File: src/rtl/pixel_frame_collector_pkg.sv
// Shared constants, FSM state type and pixel-index helper for the frame collector
// and the downstream pooling stage.
package pixel_frame_collector_pkg;

    localparam int RESOLUTION    = 8;
    localparam int FRAME_WIDTH   = 4;
    localparam int FRAME_HEIGHT  = 4;
    localparam int PIXELS_NUMBER = FRAME_WIDTH * FRAME_HEIGHT;
    localparam int COUNT_W       = $clog2(PIXELS_NUMBER);
    localparam int FRAME_BITS    = RESOLUTION * PIXELS_NUMBER;

    typedef enum logic {
        FILL = 1'b0,
        HOLD = 1'b1
    } state_e;

    typedef logic [COUNT_W-1:0] count_t;

    // Raster position of pixel (r,c); the pooling stage uses the same mapping for its taps.
    function automatic int unsigned pixel_index(input int unsigned r, input int unsigned c);
        return r * FRAME_WIDTH + c;
    endfunction

endpackage

File: src/rtl/pixel_frame_collector_if.sv
// Pixel stream in, assembled frame out; master drives the stream and consumes frames.
interface pixel_frame_collector_if;
    import pixel_frame_collector_pkg::*;

    logic [RESOLUTION-1:0] in_pixel;
    logic                  in_valid;
    logic                  in_sof;
    logic                  in_ready;
    logic [FRAME_BITS-1:0] pixels;
    logic                  frame_valid;
    logic                  frame_ready;
    logic                  sync_error;

    modport master (
        output in_pixel, in_valid, in_sof, frame_ready,
        input  in_ready, pixels, frame_valid, sync_error
    );

    modport slave (
        input  in_pixel, in_valid, in_sof, frame_ready,
        output in_ready, pixels, frame_valid, sync_error
    );

endinterface

File: src/rtl/pixel_frame_collector_pixel_index_counter.sv
// Raster write-index counter: load 0, load 1, or increment; flags the last slot.
module pixel_index_counter
    import pixel_frame_collector_pkg::*;
(
    input  logic   clk,
    input  logic   rst_n,
    input  logic   load0,
    input  logic   load1,
    input  logic   inc,
    output count_t count,
    output logic   terminal
);

    count_t count_q, count_d;

    always_comb begin
        count_d = count_q;
        if (load0) begin
            count_d = '0;
        end else if (load1) begin
            count_d = COUNT_W'(1);
        end else if (inc) begin
            count_d = count_q + 1'b1;
        end
    end

    always_ff @(posedge clk or negedge rst_n) begin
        if (!rst_n) begin
            count_q <= '0;
        end else begin
            count_q <= count_d;
        end
    end

    assign count    = count_q;
    assign terminal = (count_q == COUNT_W'(PIXELS_NUMBER - 1));

endmodule

File: src/rtl/pixel_frame_collector.sv
// Collects a raster-ordered pixel stream into a flat frame and holds it until the
// downstream pooling stage acknowledges it.
module pixel_frame_collector
    import pixel_frame_collector_pkg::*;
(
    input  logic                     clk,
    input  logic                     rst_n,
    pixel_frame_collector_if.slave   bus
);

    state_e                state_q, state_d;
    logic                  in_ready_q, in_ready_d;
    logic                  frame_valid_q, frame_valid_d;
    logic                  sync_error_q, sync_error_d;
    logic [RESOLUTION-1:0] pix_q [PIXELS_NUMBER];
    logic [RESOLUTION-1:0] pix_d [PIXELS_NUMBER];

    count_t count;
    count_t wr_idx;
    logic   terminal;
    logic   accept;
    logic   load0, load1, inc;

    pixel_index_counter u_counter (
        .clk      (clk),
        .rst_n    (rst_n),
        .load0    (load0),
        .load1    (load1),
        .inc      (inc),
        .count    (count),
        .terminal (terminal)
    );

    always_comb begin
        state_d      = state_q;
        sync_error_d = 1'b0;
        load0        = 1'b0;
        load1        = 1'b0;
        inc          = 1'b0;
        accept       = 1'b0;
        wr_idx       = count;
        pix_d        = pix_q;
        unique case (state_q)
            FILL: begin
                // in_ready_q is low for the first cycle out of reset, gating accepts.
                accept = bus.in_valid & in_ready_q;
                if (accept) begin
                    if (bus.in_sof) begin
                        wr_idx       = '0;
                        load1        = 1'b1;
                        sync_error_d = (count != '0);
                    end else if (terminal) begin
                        load0   = 1'b1;
                        state_d = HOLD;
                    end else begin
                        inc = 1'b1;
                    end
                    pix_d[wr_idx] = bus.in_pixel;
                end
            end
            HOLD: begin
                if (bus.frame_ready) begin
                    state_d = FILL;
                end
            end
            default: state_d = FILL;
        endcase
        in_ready_d    = (state_d == FILL);
        frame_valid_d = (state_d == HOLD);
    end

    always_ff @(posedge clk or negedge rst_n) begin
        if (!rst_n) begin
            state_q       <= FILL;
            in_ready_q    <= 1'b0;
            frame_valid_q <= 1'b0;
            sync_error_q  <= 1'b0;
            for (int i = 0; i < PIXELS_NUMBER; i++) begin
                pix_q[i] <= '0;
            end
        end else begin
            state_q       <= state_d;
            in_ready_q    <= in_ready_d;
            frame_valid_q <= frame_valid_d;
            sync_error_q  <= sync_error_d;
            pix_q         <= pix_d;
        end
    end

    genvar gi, gj;
    generate
        for (gi = 0; gi < FRAME_HEIGHT; gi++) begin : g_row
            for (gj = 0; gj < FRAME_WIDTH; gj++) begin : g_col
                localparam int IDX = pixel_index(gi, gj);
                assign bus.pixels[IDX*RESOLUTION +: RESOLUTION] = pix_q[IDX];
            end
        end
    endgenerate

    assign bus.in_ready    = in_ready_q;
    assign bus.frame_valid = frame_valid_q;
    assign bus.sync_error  = sync_error_q;

endmodule
File: src/flat_wrapper.sv
// flat-port wrapper written by rule: the top's interface ports become plain ports
module pixel_frame_collector_flat import pixel_frame_collector_pkg::*;
  (clk, rst_n, bus_in_pixel, bus_in_valid, bus_in_sof, bus_frame_ready, bus_in_ready, bus_pixels, bus_frame_valid, bus_sync_error);
  pixel_frame_collector_if bus_i ();
  input  logic clk;
  input  logic rst_n;
  input wire logic [$bits(bus_i.in_pixel)-1:0] bus_in_pixel;
  input wire logic [$bits(bus_i.in_valid)-1:0] bus_in_valid;
  input wire logic [$bits(bus_i.in_sof)-1:0] bus_in_sof;
  input wire logic [$bits(bus_i.frame_ready)-1:0] bus_frame_ready;
  output wire logic [$bits(bus_i.in_ready)-1:0] bus_in_ready;
  output wire logic [$bits(bus_i.pixels)-1:0] bus_pixels;
  output wire logic [$bits(bus_i.frame_valid)-1:0] bus_frame_valid;
  output wire logic [$bits(bus_i.sync_error)-1:0] bus_sync_error;
  assign bus_i.in_pixel = bus_in_pixel;
  assign bus_i.in_valid = bus_in_valid;
  assign bus_i.in_sof = bus_in_sof;
  assign bus_i.frame_ready = bus_frame_ready;
  assign bus_in_ready = bus_i.in_ready;
  assign bus_pixels = bus_i.pixels;
  assign bus_frame_valid = bus_i.frame_valid;
  assign bus_sync_error = bus_i.sync_error;
  pixel_frame_collector u_core (.clk(clk), .rst_n(rst_n), .bus(bus_i));
endmodule
File: config.mk
export PLATFORM = sky130hd
export DESIGN_NAME = pixel_frame_collector_flat
export DESIGN_NICKNAME = d
export VERILOG_FILES = /design/src/rtl/pixel_frame_collector_pkg.sv /design/src/rtl/pixel_frame_collector_if.sv /design/src/rtl/pixel_frame_collector_pixel_index_counter.sv /design/src/rtl/pixel_frame_collector.sv /design/src/flat_wrapper.sv
export SDC_FILE = /design/constraint.sdc
export NUM_CORES = 1
export LEC_CHECK = 0
export ABC_AREA = 0
export CORE_MARGIN = 2
export CORE_UTILIZATION = 36
export CTS_BUF_LIST = sky130_fd_sc_hd__clkbuf_2
export DETAILED_ROUTE_END_ITERATION = 8
export PLACE_DENSITY = 0.7
export SYNTH_ARGS = -nofsm -noshare
export SYNTH_HDL_FRONTEND = slang
export SYNTH_SLANG_ARGS = --single-unit
File: constraint.sdc
create_clock -name clk -period 4.49 [get_ports clk]
set_clock_uncertainty 0.15 [all_clocks]
set_input_delay 0.6735 -clock clk [delete_from_list [all_inputs] [get_ports clk]]
set_output_delay 0.6735 -clock clk [all_outputs]
set_load 0.02 [all_outputs]
* Yosys cells after proc, flatten, opt, wreduce, memory -nomap -nowiden
Index checks and enable logic that the tools add are counted.
** Storage, ports and cells
- Flip-flop bits (word level) :: 135
- Input port bits :: 13
- Output and inout port bits :: 131
- Word-level logic and storage cells :: 57
** Operators by class
- Bitwise gates (word level) :: 4
- Equal/unequal tests :: 1
- Mux-type cells :: 25
- Order comparisons :: 2
- Reductions and logical operators :: 4
- Add/subtract/negate cells :: 1
** Operators with widths (count)
- $bwmux W128 :: 1
- $demux W8 S4 :: 1
- $mux W4 :: 6
- $mux W1 :: 15
- $mux W8 :: 1
- $ge A5 B5 Y1 const B :: 1
- $lt A5 B1 Y1 const B :: 1
- $not A4 Y5 :: 1
- $add A4 B1 Y4 const B :: 1
- $eq A4 B4 Y1 const B :: 1
- $reduce_bool A4 Y1 :: 1
- $reduce_bool A3 Y1 :: 1
- $not A1 Y1 :: 2
- $pmux W1 S2 :: 1
- $reduce_and A2 Y1 :: 1
- $and A1 B1 Y1 :: 1
- $logic_and A1 B1 Y1 :: 1

* Longest topological paths before layout
Gate-level depths: netlist of run 1.
- Depth after elaboration :: 9
- Gate-level depth with buffers :: 5
- Gate-level depth less buffers :: 4

* Cells and area by module
Synthesis of run 1 repeated with hierarchy kept, for this count alone.
** Unflattened totals
- Cells, all modules :: 324
- Area total of the unflattened synthesis :: 5326.4 sq um
** By module, submodules not included
- pixel_frame_collector :: cells an instance 305, times used 1, seq. area each 3278.1 sq um, area an instance 5117.4 sq um
- pixel_index_counter :: cells an instance 19, times used 1, seq. area each 100.1 sq um, area an instance 209.0 sq um

* Worst setup path before layout of run 1
No wires, ideal clock.
- Kind :: input to register
- From :: input port bus_in_sof
- To :: register u_core.pix_q, in the netlist u_core.bus.pixels[10]
- Arrival :: 1699 ps
- Required time :: 4215 ps
- Stages :: 4
- Setup time :: 125 ps
- Buffers on the path :: 1
- Slack :: 2516 ps
- Cells stage by stage :: clkbuf_8 nor3b_2 nand3_2 mux2_2
** On the way
- Longest elaborated chain between the ends :: 9
- Elaborated cells between the ends (all ways) :: 10
- Those cells by class :: 2 x order compare; 6 x mux; 1 x bitwise; 1 x reduce/logical
** RTL lines
- from (decl) :: RTL line flat_wrapper.sv:9 : input wire logic [$bits(bus_i.in_sof)-1:0] bus_in_sof;
- $mux W4 * :: RTL line pixel_frame_collector.sv:48 : if (bus.in_sof) begin
- $mux W4 * :: RTL line pixel_frame_collector.sv:47 : if (accept) begin
- $mux W4 * :: RTL line pixel_frame_collector.sv:43 : unique case (state_q)
- $not A4 Y5 (not written as such) * :: RTL line pixel_frame_collector.sv:58 : pix_d[wr_idx] = bus.in_pixel;
- $ge A5 B5 Y1 (not written as such) / $lt A5 B1 Y1 (equally long branches) :: RTL line pixel_frame_collector.sv:58
- $logic_and A1 B1 Y1 (not written as such) :: RTL line pixel_frame_collector.sv:58
- $mux W8 (not written as such) :: RTL line pixel_frame_collector.sv:58
- $demux W8 S4 * :: RTL line pixel_frame_collector.sv:58
- $bwmux W128 * :: RTL line pixel_frame_collector.sv:58
- to (signal assigned) :: RTL line pixel_frame_collector.sv:86 : pix_q <= pix_d;
- to (decl) :: RTL line pixel_frame_collector.sv:15 : logic [RESOLUTION-1:0] pix_q [PIXELS_NUMBER];
Every way passes the cells marked *; elsewhere a longest branch is shown, timed or not. The select of a mux whose other input is x is not followed.
A chain may end at the register's enable or synchronous reset.

==> reports/results.tsv, run 1 <==
stage	metric	value	unit
worst_setup_path	Crit path largest cell delay	0.64	ns
timing	final worst setup slack	1.88	ns
clocking	# resized after CTS	0	
drt	DRT antenna net count	0	
global_route	Total Routing Usage GR	0.171	
floorplanning	Starting Density	0.367	
timing	Rel. slew slack	0.446	
placement	pre-CTS setup slack	1.64	ns
worst_setup_path	Arr. time, crit path	1.78	ns
pwr	switching pwr	1.41	mW
min_path	type of the tightest min-delay check	reg -> reg	
synthesis	Syn Nets	345	
cells_and_area	fraction of layout cells with a size suffix above 1	0.367	
synthesis	Synth Area per Inst	16.1	sq um
floorplanning	Die ar.	0.0158	sq mm
cells_and_area	Final Non-Filler Cells	677	
clocking	Num CTS Buffers	17	
pwr	sequential share of power	0.429	
drt	wirelength, routed	13.0	mm
pwr	P_int	2.71	mW
global_route	largest net degree at the start of global routing	79	
floorplanning	core area	0.0145	sq mm
drt	# DRC	0	
worst_setup_path	Crit. End Element	output port	
pwr	Gate power share	0.389	
placement	I/O Buffers	143	
worst_setup_path	crit-path cells	clkdlybuf4s50_1	
drt	DR iter-0 viols	141	
run	MaxCap Viol Count	0	
worst_setup_path	R2R setup slack	2.36	ns
timing	worst hold slack	0.375	ns
timing	TNS Setup	0	ns
synthesis	#FFs+latches synth	135	
worst_setup_path	Slowest-stage cell, CP	clkdlybuf4s50_1	
timing	Final setup viols	0	
pwr	Clk pwr share	0.182	
floorplanning	row count	44	
clocking	clock root buffer master	clkbuf_2	
worst_setup_path	cell family with most CP delay	buffers and inverters	
pwr	leakage	3.26	nW
timing	Fin. Hold Viols	0	
drt	routed length per placed instance	19.1	microns
clocking	Clk pin slew, worst setup/hold paths	0.19	ns
synthesis	Post-Syn Area	0.00532	sq mm
timing	FMAX	0.384	GHz
timing	RSZ-0062 raised after global routing	false	
floorplanning	Die Height	126	microns
worst_setup_path	critical path peak fanout	6	
pwr	sw frac	0.342	
clocking	clock buffer depth	2	
timing	Slew Limit Fails	0	
placement	Cells after DPL	644	
clocking	CTS tree	done	
cells_and_area	Layout area overhead	34.9	%
pwr	VDD IR-drop max	0.379	mV
timing	Slew @ Worst Pin	0.829	ns
drt	total vias in the final route	3320	
timing	minimum clock period	2.61	ns
clocking	Post-CTS Setup Inserts	0	
clocking	worst skew pair latency	0.69	ns
timing	period utilization	0.581	
placement	RD Place Congestion	0.806	
placement	DP HPWL	8.83	mm
synthesis	Cell variety after synth	30	
run_status	status	finished clean	
worst_setup_path	Crit Path Category	reg -> out	
global_route	initial antenna violation count	0	
synthesis	Seq/Total Area, Yosys	0.635	
synthesis	Post-Syn Instances	330	
worst_setup_path	WP buf/inv	1	
worst_setup_path	CP Data Required Time	3.67	ns
drt	vias per cell	4.90	
pwr	Power Density	575	mW/mm^2
synthesis	synth warn	0	
floorplanning	io pins	144	
global_route	total congestion overflow	0	
clocking	hold_buf cts	1	
global_route	global-route wire length before repair	20.4	mm
global_route	number of global-route vias before repair	3556	
drt	DRT Pass-1 Iters	4	
cells_and_area	final net count	495	
worst_setup_path	CP Launch Type	flip-flop	
clocking	Clock Sinks	135	
cells_and_area	n_diodes	0	
floorplanning	die span in x	126	microns
clocking	H-tree level count	4	
==> per-layer routing <==
layer	part of all wire	track usage	vias up	wire length (microns)
met4	0.013	0.0510	0	164
met5	0	0	-	0
li1	-	-	1490	-
met3	0.078	0.0697	12	1010
met1	0.43	0.218	1708	5560
met2	0.48	0.269	110	6220
==> per-stage QoR <==
step / cell area, sq um / total power [mW] / util
3_5_place_dp: 6920 / 3.42 / 0.478
3_3_place_gp: 6920 / 3.38 / 0.478
6_report: 7180 / 4.13 / 0.496
2_1_floorplan: 5320 / 2.56 / -
5_1_grt: 7180 / 4.34 / 0.496
4_1_cts: 7180 / 4.18 / 0.496
==> worst paths after layout <==
| kind | from | endpoint | cells after the start |
|---|---|---|---|
| hold reg to reg | u_core.bus.pixels[46] | u_core.bus.pixels[46] | 1 |
| setup reg to reg | u_core.u_counter.count[1] | u_core.bus.pixels[121] | 3 |
| hold / removal | u_core.bus.pixels[46] | u_core.bus.pixels[46] | 1 |
| max in group asynchronous | rst_n | u_core.bus.pixels[115] | 3 |
| min in group asynchronous | rst_n | u_core.bus.pixels[62] | 2 |
| setup / recovery | u_core.state_q | bus_frame_valid | 1 |
==> synth_stat cells (all sizes together) <==
cell,number,area (sq um)
a21oi,2,10.0
a22o,1,8.76
a22oi,1,7.51
and2,1,6.26
and2b,1,8.76
and3,2,13.8
and3b,2,18.8
and4b,1,10.0
buf,5,30.0
clkbuf,10,47.5
dfrtp,135,3380
ha,2,25.0
inv,4,15.0
mux2,128,1440
nand2,4,15.0
nand3,15,150
nand3b,2,15.0
nor2,2,7.51
nor2b,3,18.8
nor3b,3,50.1
o21ai,1,5.00
o21bai,2,15.0
o22ai,1,6.26
o311ai,1,8.76
o31ai,1,7.51
==> sequential cells by signal (all words and copies together) (netlist names) <==
signal / count
u_core.bus.in_ready: 1
u_core.u_counter.count: 4
u_core.bus.sync_error: 1
u_core.state_q: 1
u_core.bus.pixels: 128
==> cell families (layout without fill, tap and decap cells) <==
family / after synthesis / in the layout / share of synthesized area
AOI/OAI and AO/OA: 10 / 10 / 0.0129
adders and majority gates: 2 / 2 / 0.00470
buffers and inverters: 19 / 182 / 0.0174
DFF: 135 / 135 / 0.635
muxes: 128 / 128 / 0.271
and+or+nand+nor: 36 / 36 / 0.0590
==> power by group through the flow <==
stage	clock (mW)	combinational, mW	sequential [mW]
3_5_place_dp	0	1.62	1.80
3_3_place_gp	0	1.60	1.78
4_1_cts	0.777	1.63	1.77
5_1_grt	0.826	1.70	1.82
6_report	0.751	1.61	1.77
2_1_floorplan	0	0.377	2.18
==> layout make-up <==
| class | count | area, sq um |
|---|---|---|
| well taps | 184 | 230 |
| clock buffers | 18 | 90.1 |
| fillers | 1276 | 7300 |
| multi-input cells | 176 | 1850 |
| inverters | 4 | 15.0 |
| flip-flops and latches | 135 | 3380 |
| clock inverters | 14 | 159 |
| repair buffers | 146 | 1460 |
==> placed cells by master (no fill, tap or decap), types with 2 or more instances in the layout <==
cell type	netlist	routed
nand2_1	4	4
clkinv_1	0	3
nor3b_4	2	2
nor2_1	2	2
mux2_2	128	128
nand3_2	15	15
clkinv_2	0	3
a21oi_1	2	2
buf_4	2	2
bufinv_16	0	3
clkbuf_2	0	18
clkinv_4	0	4
nor2b_1	3	3
o21bai_1	2	2
dfrtp_1	135	135
clkdlybuf4s50_1	0	142
inv_1	4	4
nand3b_1	2	2
ha_1	2	2
Note: power is estimated with default switching activity, not from simulation.
==> run 2: changes to the inputs <==
--- a/config.mk
+++ b/config.mk
@@ -10,7 +10,7 @@
 export CORE_UTILIZATION = 36
 export CTS_BUF_LIST = sky130_fd_sc_hd__clkbuf_2
 export DETAILED_ROUTE_END_ITERATION = 8
-export PLACE_DENSITY = 0.7
+export PLACE_DENSITY = 0.72
 export SYNTH_ARGS = -nofsm -noshare
 export SYNTH_HDL_FRONTEND = slang
 export SYNTH_SLANG_ARGS = --single-unit
==> constraint.sdc (replaced) <==
create_clock -name clk -period 2.2 [get_ports clk]
set_clock_uncertainty 0.15 [all_clocks]
set_input_delay 0.33 -clock clk [delete_from_list [all_inputs] [get_ports clk]]
set_output_delay 0.33 -clock clk [all_outputs]
set_load 0.02 [all_outputs]
==> reports/results.tsv, run 2 (same netlist as run 1, synthesis figures left out) <==
stage	metric	value	unit	change
run_status	status	finished clean		unchanged
timing	Rel. slew slack	0.594		was 0.446
timing	period utilization	0.913		
worst_setup_path	Crit. End Element	output port		unchanged
clocking	worst skew pair latency	0.69	ns	about the same
worst_setup_path	CP Launch Type	flip-flop		unchanged
clocking	Num CTS Buffers	17		unchanged
cells_and_area	fraction of layout cells with a size suffix above 1	0.402		was 0.367
cells_and_area	final net count	525		was 495
drt	DRT antenna net count	0		unchanged
global_route	number of global-route vias before repair	3719		was 3,556
worst_setup_path	crit-path cells	dlygate4sd2_1		was clkdlybuf4s50_1
drt	DR iter-0 viols	84		was 141
pwr	Gate power share	0.359		was 0.389
floorplanning	die span in x	126	microns	unchanged
worst_setup_path	Crit path largest cell delay	0.47	ns	was 0.64 ns
worst_setup_path	cell family with most CP delay	flip-flops		was buffers and inverters
worst_setup_path	Arr. time, crit path	1.53	ns	was 1.78 ns
floorplanning	row count	44		unchanged
floorplanning	Die Height	126	microns	unchanged
clocking	CTS tree	done		unchanged
floorplanning	Die ar.	0.0158	sq mm	unchanged
cells_and_area	Layout area overhead	37.5	%	was 34.9%
clocking	Clock Sinks	135		unchanged
timing	RSZ-0062 raised after global routing	false		unchanged
global_route	total congestion overflow	0		unchanged
cells_and_area	most frequent cells in the layout	dfrtp_1, dlygate4sd2_1, mux2_2		was clkdlybuf4s50_1, dfrtp_1, mux2_2
floorplanning	io pins	144		unchanged
placement	I/O Buffers	143		unchanged
clocking	clock root buffer master	clkbuf_2		unchanged
worst_setup_path	Crit Path Category	reg -> out		unchanged
global_route	largest net degree at the start of global routing	48		was 79
pwr	P_int	5.07	mW	was 2.71 mW
pwr	switching pwr	2.87	mW	was 1.41 mW
worst_setup_path	WP buf/inv	1		unchanged
pwr	sw frac	0.362		was 0.342
placement	DP HPWL	9.24	mm	was 8.83 mm
pwr	VDD IR-drop max	0.617	mV	was 0.379 mV
pwr	leakage	3.87	nW	was 3.26 nW
worst_setup_path	critical path peak fanout	6		unchanged
worst_setup_path	CP Data Required Time	1.72	ns	was 3.67 ns
timing	Final setup viols	0		unchanged
drt	total vias in the final route	3473		was 3,320
timing	Slew Limit Fails	0		unchanged
drt	wirelength, routed	13.5	mm	was 13.0 mm
run	MaxCap Viol Count	0		unchanged
timing	FMAX	0.498	GHz	
worst_setup_path	Slowest-stage cell, CP	dfrtp_1		was clkdlybuf4s50_1
clocking	H-tree level count	4		unchanged
placement	RD Place Congestion	0.793		was 0.806
clocking	clock buffer depth	2		unchanged
pwr	Clk pwr share	0.191		was 0.182
drt	routed length per placed instance	19.0	microns	was 19.1 microns
global_route	global-route wire length before repair	21.5	mm	was 20.4 mm
cells_and_area	max FFs per register	128		unchanged
timing	TNS Setup	0	ns	unchanged
drt	vias per cell	4.91		was 4.90
drt	DRT Pass-1 Iters	5		was 4
clocking	Clk pin slew, worst setup/hold paths	0.18	ns	was 0.19 ns
pwr	sequential share of power	0.451		was 0.429
cells_and_area	commonest non-fill, non-tap cell in the layout	dfrtp_1		was clkdlybuf4s50_1
floorplanning	core area	0.0145	sq mm	unchanged
timing	Fin. Hold Viols	0		unchanged
drt	# DRC	0		unchanged
timing	Slew @ Worst Pin	0.607	ns	was 0.829 ns
global_route	Total Routing Usage GR	0.181		was 0.171
global_route	initial antenna violation count	1		was 0
min_path	type of the tightest min-delay check	in -> reg		was reg -> reg
pwr	Final Power	7.95	mW	was 4.13 mW
pwr	Power Density	1090	mW/mm^2	was 575 mW/mm^2
floorplanning	Starting Density	0.367		unchanged
timing	minimum clock period	2.01	ns	
==> run 2: changes by cell type in the layout (fill, tap and decap cells not counted), moves of 2 or more <==
cell,change
dlygate4sd2_1,+131
clkinv_2,+2
buf_12,+4
dlygate4sd3_1,+2
clkdlybuf4s50_1,-131
clkinvlp_4,+3
clkinv_4,-3
buf_4,+23
==> run 2: area by class of cell <==
type / count / area (sq um)
Antenna cell: 1 / 2.50
Clock buffer: 17 / 85.1
Clock inverter: 15 / 161
Fill cell: 1301 / 7160
Inverter: 4 / 15.0
Multi-Input combinational cell: 176 / 1850
Sequential cell: 135 / 3380
Tap cell: 184 / 230
Timing Repair Buffer: 176 / 1590
==> run 2: power by group through the flow <==
stage	Clock, mW	Sequential, mW	Combinational (mW)
detailed placement	0	3.67	3.37
finish	1.51	3.58	2.85
global placement	0	3.63	3.32
floorplan	0	4.45	0.769
CTS	1.58	3.59	2.90
global route	1.69	3.69	3.03
==> run 2: layer usage <==
metal	wire length (microns)	track usage	part of all wire	vias to the layer above
li1	-	-	-	1557
met1	5640	0.220	0.42	1796
met2	6690	0.296	0.50	105
met3	979	0.0779	0.073	15
met4	158	0.0516	0.012	0
met5	0	0	0	-
==> run 2: final timing paths <==
path | slack [ns] | depth (start not counted) | from | endpoint
worst max-delay path | 0.19 | 1 | u_core.state_q | bus_frame_valid
worst min-delay path | 0.24 | 3 | bus_in_valid | u_core.u_counter.count[0]
worst max register to register | 0.28 | 4 | u_core.state_q | u_core.bus.pixels[59]
worst min register to register | 0.37 | 1 | u_core.bus.pixels[4] | u_core.bus.pixels[4]
max in group asynchronous | 1.10 | 4 | rst_n | u_core.u_counter.count[2]
min in group asynchronous | 0.57 | 4 | rst_n | u_core.bus.pixels[119]
==> run 2: repair_timing <==
action                                 4_1_cts  5_1_grt
setup endpoints to repair                  131        0
gates resized for setup                    131        0
buffers inserted                             0        0
endpoints found under the hold margin      136        0
hold buffers                                 4        0
==> run 2: metrics by stage <==
stage	instances	hold WS, ns	util	area [sq um]	worst slack [ns]
floorplan	330	-0.116	-	5320	0.367
global placement	671	0.152	0.495	7170	-0.0267
detailed placement	671	0.155	0.495	7170	-0.0524
CTS	707	0.149	0.505	7310	0.0888
global route	708	0.169	0.505	7320	0.0415
finish	708	0.243	0.505	7320	0.192
==> run 3: changes to the inputs <==
--- a/config.mk
+++ b/config.mk
@@ -8,7 +8,7 @@
 export ABC_AREA = 0
 export CORE_MARGIN = 2
 export CORE_UTILIZATION = 36
-export CTS_BUF_LIST = sky130_fd_sc_hd__clkbuf_2
+export CTS_BUF_LIST = sky130_fd_sc_hd__clkbuf_2 sky130_fd_sc_hd__clkbuf_4 sky130_fd_sc_hd__clkbuf_8
 export DETAILED_ROUTE_END_ITERATION = 8
 export PLACE_DENSITY = 0.72
 export SYNTH_ARGS = -nofsm -noshare
==> reports/results.tsv, run 3 (same netlist as run 1, synthesis figures left out) <==
stage	metric	value	unit	change
timing	period utilization	0.911		was 0.913
worst_setup_path	crit-path cells	clkdlybuf4s50_1		was dlygate4sd2_1
floorplanning	row count	44		unchanged
timing	Final setup viols	0		unchanged
drt	DR iter-0 viols	100		was 84
drt	# DRC	0		unchanged
cells_and_area	most frequent cells in the layout	clkdlybuf4s50_1, dfrtp_1, mux2_2		was dfrtp_1, dlygate4sd2_1, mux2_2
global_route	largest net degree at the start of global routing	51		was 48
worst_setup_path	Crit Path Category	reg -> out		unchanged
cells_and_area	Final Core Density	0.525		was 0.505
worst_setup_path	Crit. End Element	output port		unchanged
worst_setup_path	WP buf/inv	1		unchanged
cells_and_area	fraction of layout cells with a size suffix above 1	0.406		was 0.402
worst_setup_path	worst r2r path cells	4		unchanged
clocking	clock root buffer master	clkbuf_8		was clkbuf_2
drt	wirelength, routed	13.5	mm	about the same
global_route	initial antenna violation count	0		was 1
worst_setup_path	cell family with most CP delay	buffers and inverters		was flip-flops
floorplanning	io pins	144		unchanged
worst_setup_path	Slowest-stage cell, CP	clkdlybuf4s50_1		was dfrtp_1
global_route	total congestion overflow	0		unchanged
drt	DRT Pass-1 Iters	4		was 5
worst_setup_path	start point of the critical path	u_core.state_q		unchanged
clocking	Num CTS Buffers	17		unchanged
worst_setup_path	Arr. time, crit path	1.52	ns	was 1.53 ns
floorplanning	Die ar.	0.0158	sq mm	unchanged
run_status	status	finished clean		unchanged
run	MaxCap Viol Count	0		unchanged
worst_setup_path	Worst R2R End	u_core.bus.pixels[58]		was u_core.bus.pixels[59]
pwr	leakage	3.46	nW	was 3.87 nW
cells_and_area	max FFs per register	128		unchanged
worst_setup_path	worst setup path end	bus_frame_valid		unchanged
cells_and_area	fillcell total	1232		was 1,301
floorplanning	Die Height	126	microns	unchanged
timing	Rel. slew slack	0.606		was 0.594
clocking	# resized after CTS	0		was 131
pwr	Power Density	1200	mW/mm^2	was 1090 mW/mm^2
clocking	CTS tree	done		unchanged
global_route	Total Routing Usage GR	0.179		was 0.181
worst_setup_path	CP Launch Type	flip-flop		unchanged
drt	vias per cell	4.93		was 4.91
floorplanning	Starting Density	0.367		unchanged
timing	Slew Limit Fails	0		unchanged
timing	RSZ-0062 raised after global routing	false		unchanged
cells_and_area	n_diodes	0		was 1
placement	DP HPWL	9.24	mm	unchanged
global_route	number of global-route vias before repair	3705		was 3,719
global_route	global-route wire length before repair	21.3	mm	was 21.5 mm
cells_and_area	multi-input logic area	0.00185	sq mm	unchanged
floorplanning	die span in x	126	microns	unchanged
floorplanning	core area	0.0145	sq mm	unchanged
cells_and_area	final net count	522		was 525
worst_setup_path	Crit path largest cell delay	0.64	ns	was 0.47 ns
worst_setup_path	CP Data Required Time	1.72	ns	about the same
pwr	VDD IR-drop max	0.621	mV	was 0.617 mV
clocking	H-tree level count	4		unchanged
timing	Slew @ Worst Pin	0.589	ns	was 0.607 ns
worst_setup_path	critical path peak fanout	6		unchanged
cells_and_area	Register Area	0.00338	sq mm	unchanged
timing	worst hold slack	0.242	ns	was 0.243 ns
worst_setup_path	CP Depth	1		unchanged
cells_and_area	Layout area overhead	42.8	%	was 37.5%
drt	total vias in the final route	3473		unchanged
clocking	worst skew pair latency	0.44	ns	was 0.69 ns
placement	Cells after DPL	671		unchanged
cells_and_area	commonest non-fill, non-tap cell in the layout	clkdlybuf4s50_1		was dfrtp_1
worst_setup_path	R2R setup slack	0.26	ns	was 0.28 ns
drt	DRT antenna net count	0		unchanged
drt	routed length per placed instance	19.1	microns	was 19.0 microns
worst_setup_path	worst r2r src	u_core.state_q		unchanged
placement	RD Place Congestion	0.793		unchanged
min_path	type of the tightest min-delay check	in -> async		was in -> reg
clocking	Clk pin slew, worst setup/hold paths	0.08	ns	was 0.18 ns
timing	Fin. Hold Viols	0		unchanged
clocking	clock buffer depth	2		unchanged
timing	minimum clock period	2.00	ns	was 2.01 ns
cells_and_area	Final Non-Filler Cells	704		was 708
timing	FMAX	0.499	GHz	was 0.498 GHz
clocking	Clock Sinks	135		unchanged
placement	I/O Buffers	143		unchanged
run 3: cell types whose count changed in the layout (fill, tap and decap cells not counted):
cell,previous run,this run
dlygate4sd3_1,3,1
dlygate4sd2_1,131,0
buf_16,1,0
clkbuf_8,0,19
clkinv_1,2,0
clkdlybuf4s50_1,11,142
diode_2,1,0
clkbuf_2,17,0
run 3: stage by stage:
step | area, sq um | TNS [ns] | total power, mW | setup slack (ns)
global route | 7600 | 0 | 9.54 | 0.125
global placement | 7170 | -0.511 | 6.95 | -0.0267
CTS | 7600 | 0 | 9.21 | 0.159
detailed placement | 7170 | -1.18 | 7.04 | -0.0524
finish | 7600 | 0 | 9.09 | 0.196
floorplan | 5320 | 0 | 5.22 | 0.367
run 3: area by class of cell:
class | instances | area share
clock buffer | 19 | 0.0344
inverter | 4 | 0.00198
sequential | 135 | 0.445
multi-input combinational | 176 | 0.243
clock inverter | 13 | 0.0203
timing repair buffer | 173 | 0.225
tap | 184 | 0.0303
run 3: per-layer routing:
metal / vias to the layer above / wire length, microns / GRT usage
li1: 1540 / - / -
met1: 1819 / 5720 / 0.222
met2: 96 / 6620 / 0.290
met3: 18 / 945 / 0.0732
met4: 0 / 166 / 0.0529
met5: - / 0 / 0
run 3: worst min path at each step:
stage	start	to	slack, ns	cells after the start
2_1_floorplan	rst_n	u_core.bus.in_ready	-0.12	0
3_3_place_gp	rst_n	u_core.bus.pixels[38]	0.15	1
3_5_place_dp	rst_n	u_core.bus.pixels[38]	0.15	1
4_1_cts	rst_n	u_core.bus.pixels[38]	0.23	2
5_1_grt	rst_n	u_core.bus.pixels[38]	0.26	2
6_report	rst_n	u_core.bus.pixels[38]	0.24	2
run 3: power breakdown:
| group | internal, mW | leakage, nW | switching, mW |
|---|---|---|---|
| Combinational | 1.77 | 1.50 | 1.57 |
| Clock | 1.17 | 0.203 | 0.954 |
| Sequential | 3.19 | 1.76 | 0.435 |
| Total | 6.13 | 3.46 | 2.96 |
run 3: timing repair:
item                       CTS  global route
buffers inserted             0             0
hold endpoints to repair    47             0
setup endpoints to repair    0             0
hold buffers                 1             0
run 3: worst register-to-register path, cell delays in order, from the launching register on:
cell and delay [ns]:
dfrtp_1 0.44, and4b_1 0.46, buf_4 0.18, nand3_2 0.23
mux2_2 0.36
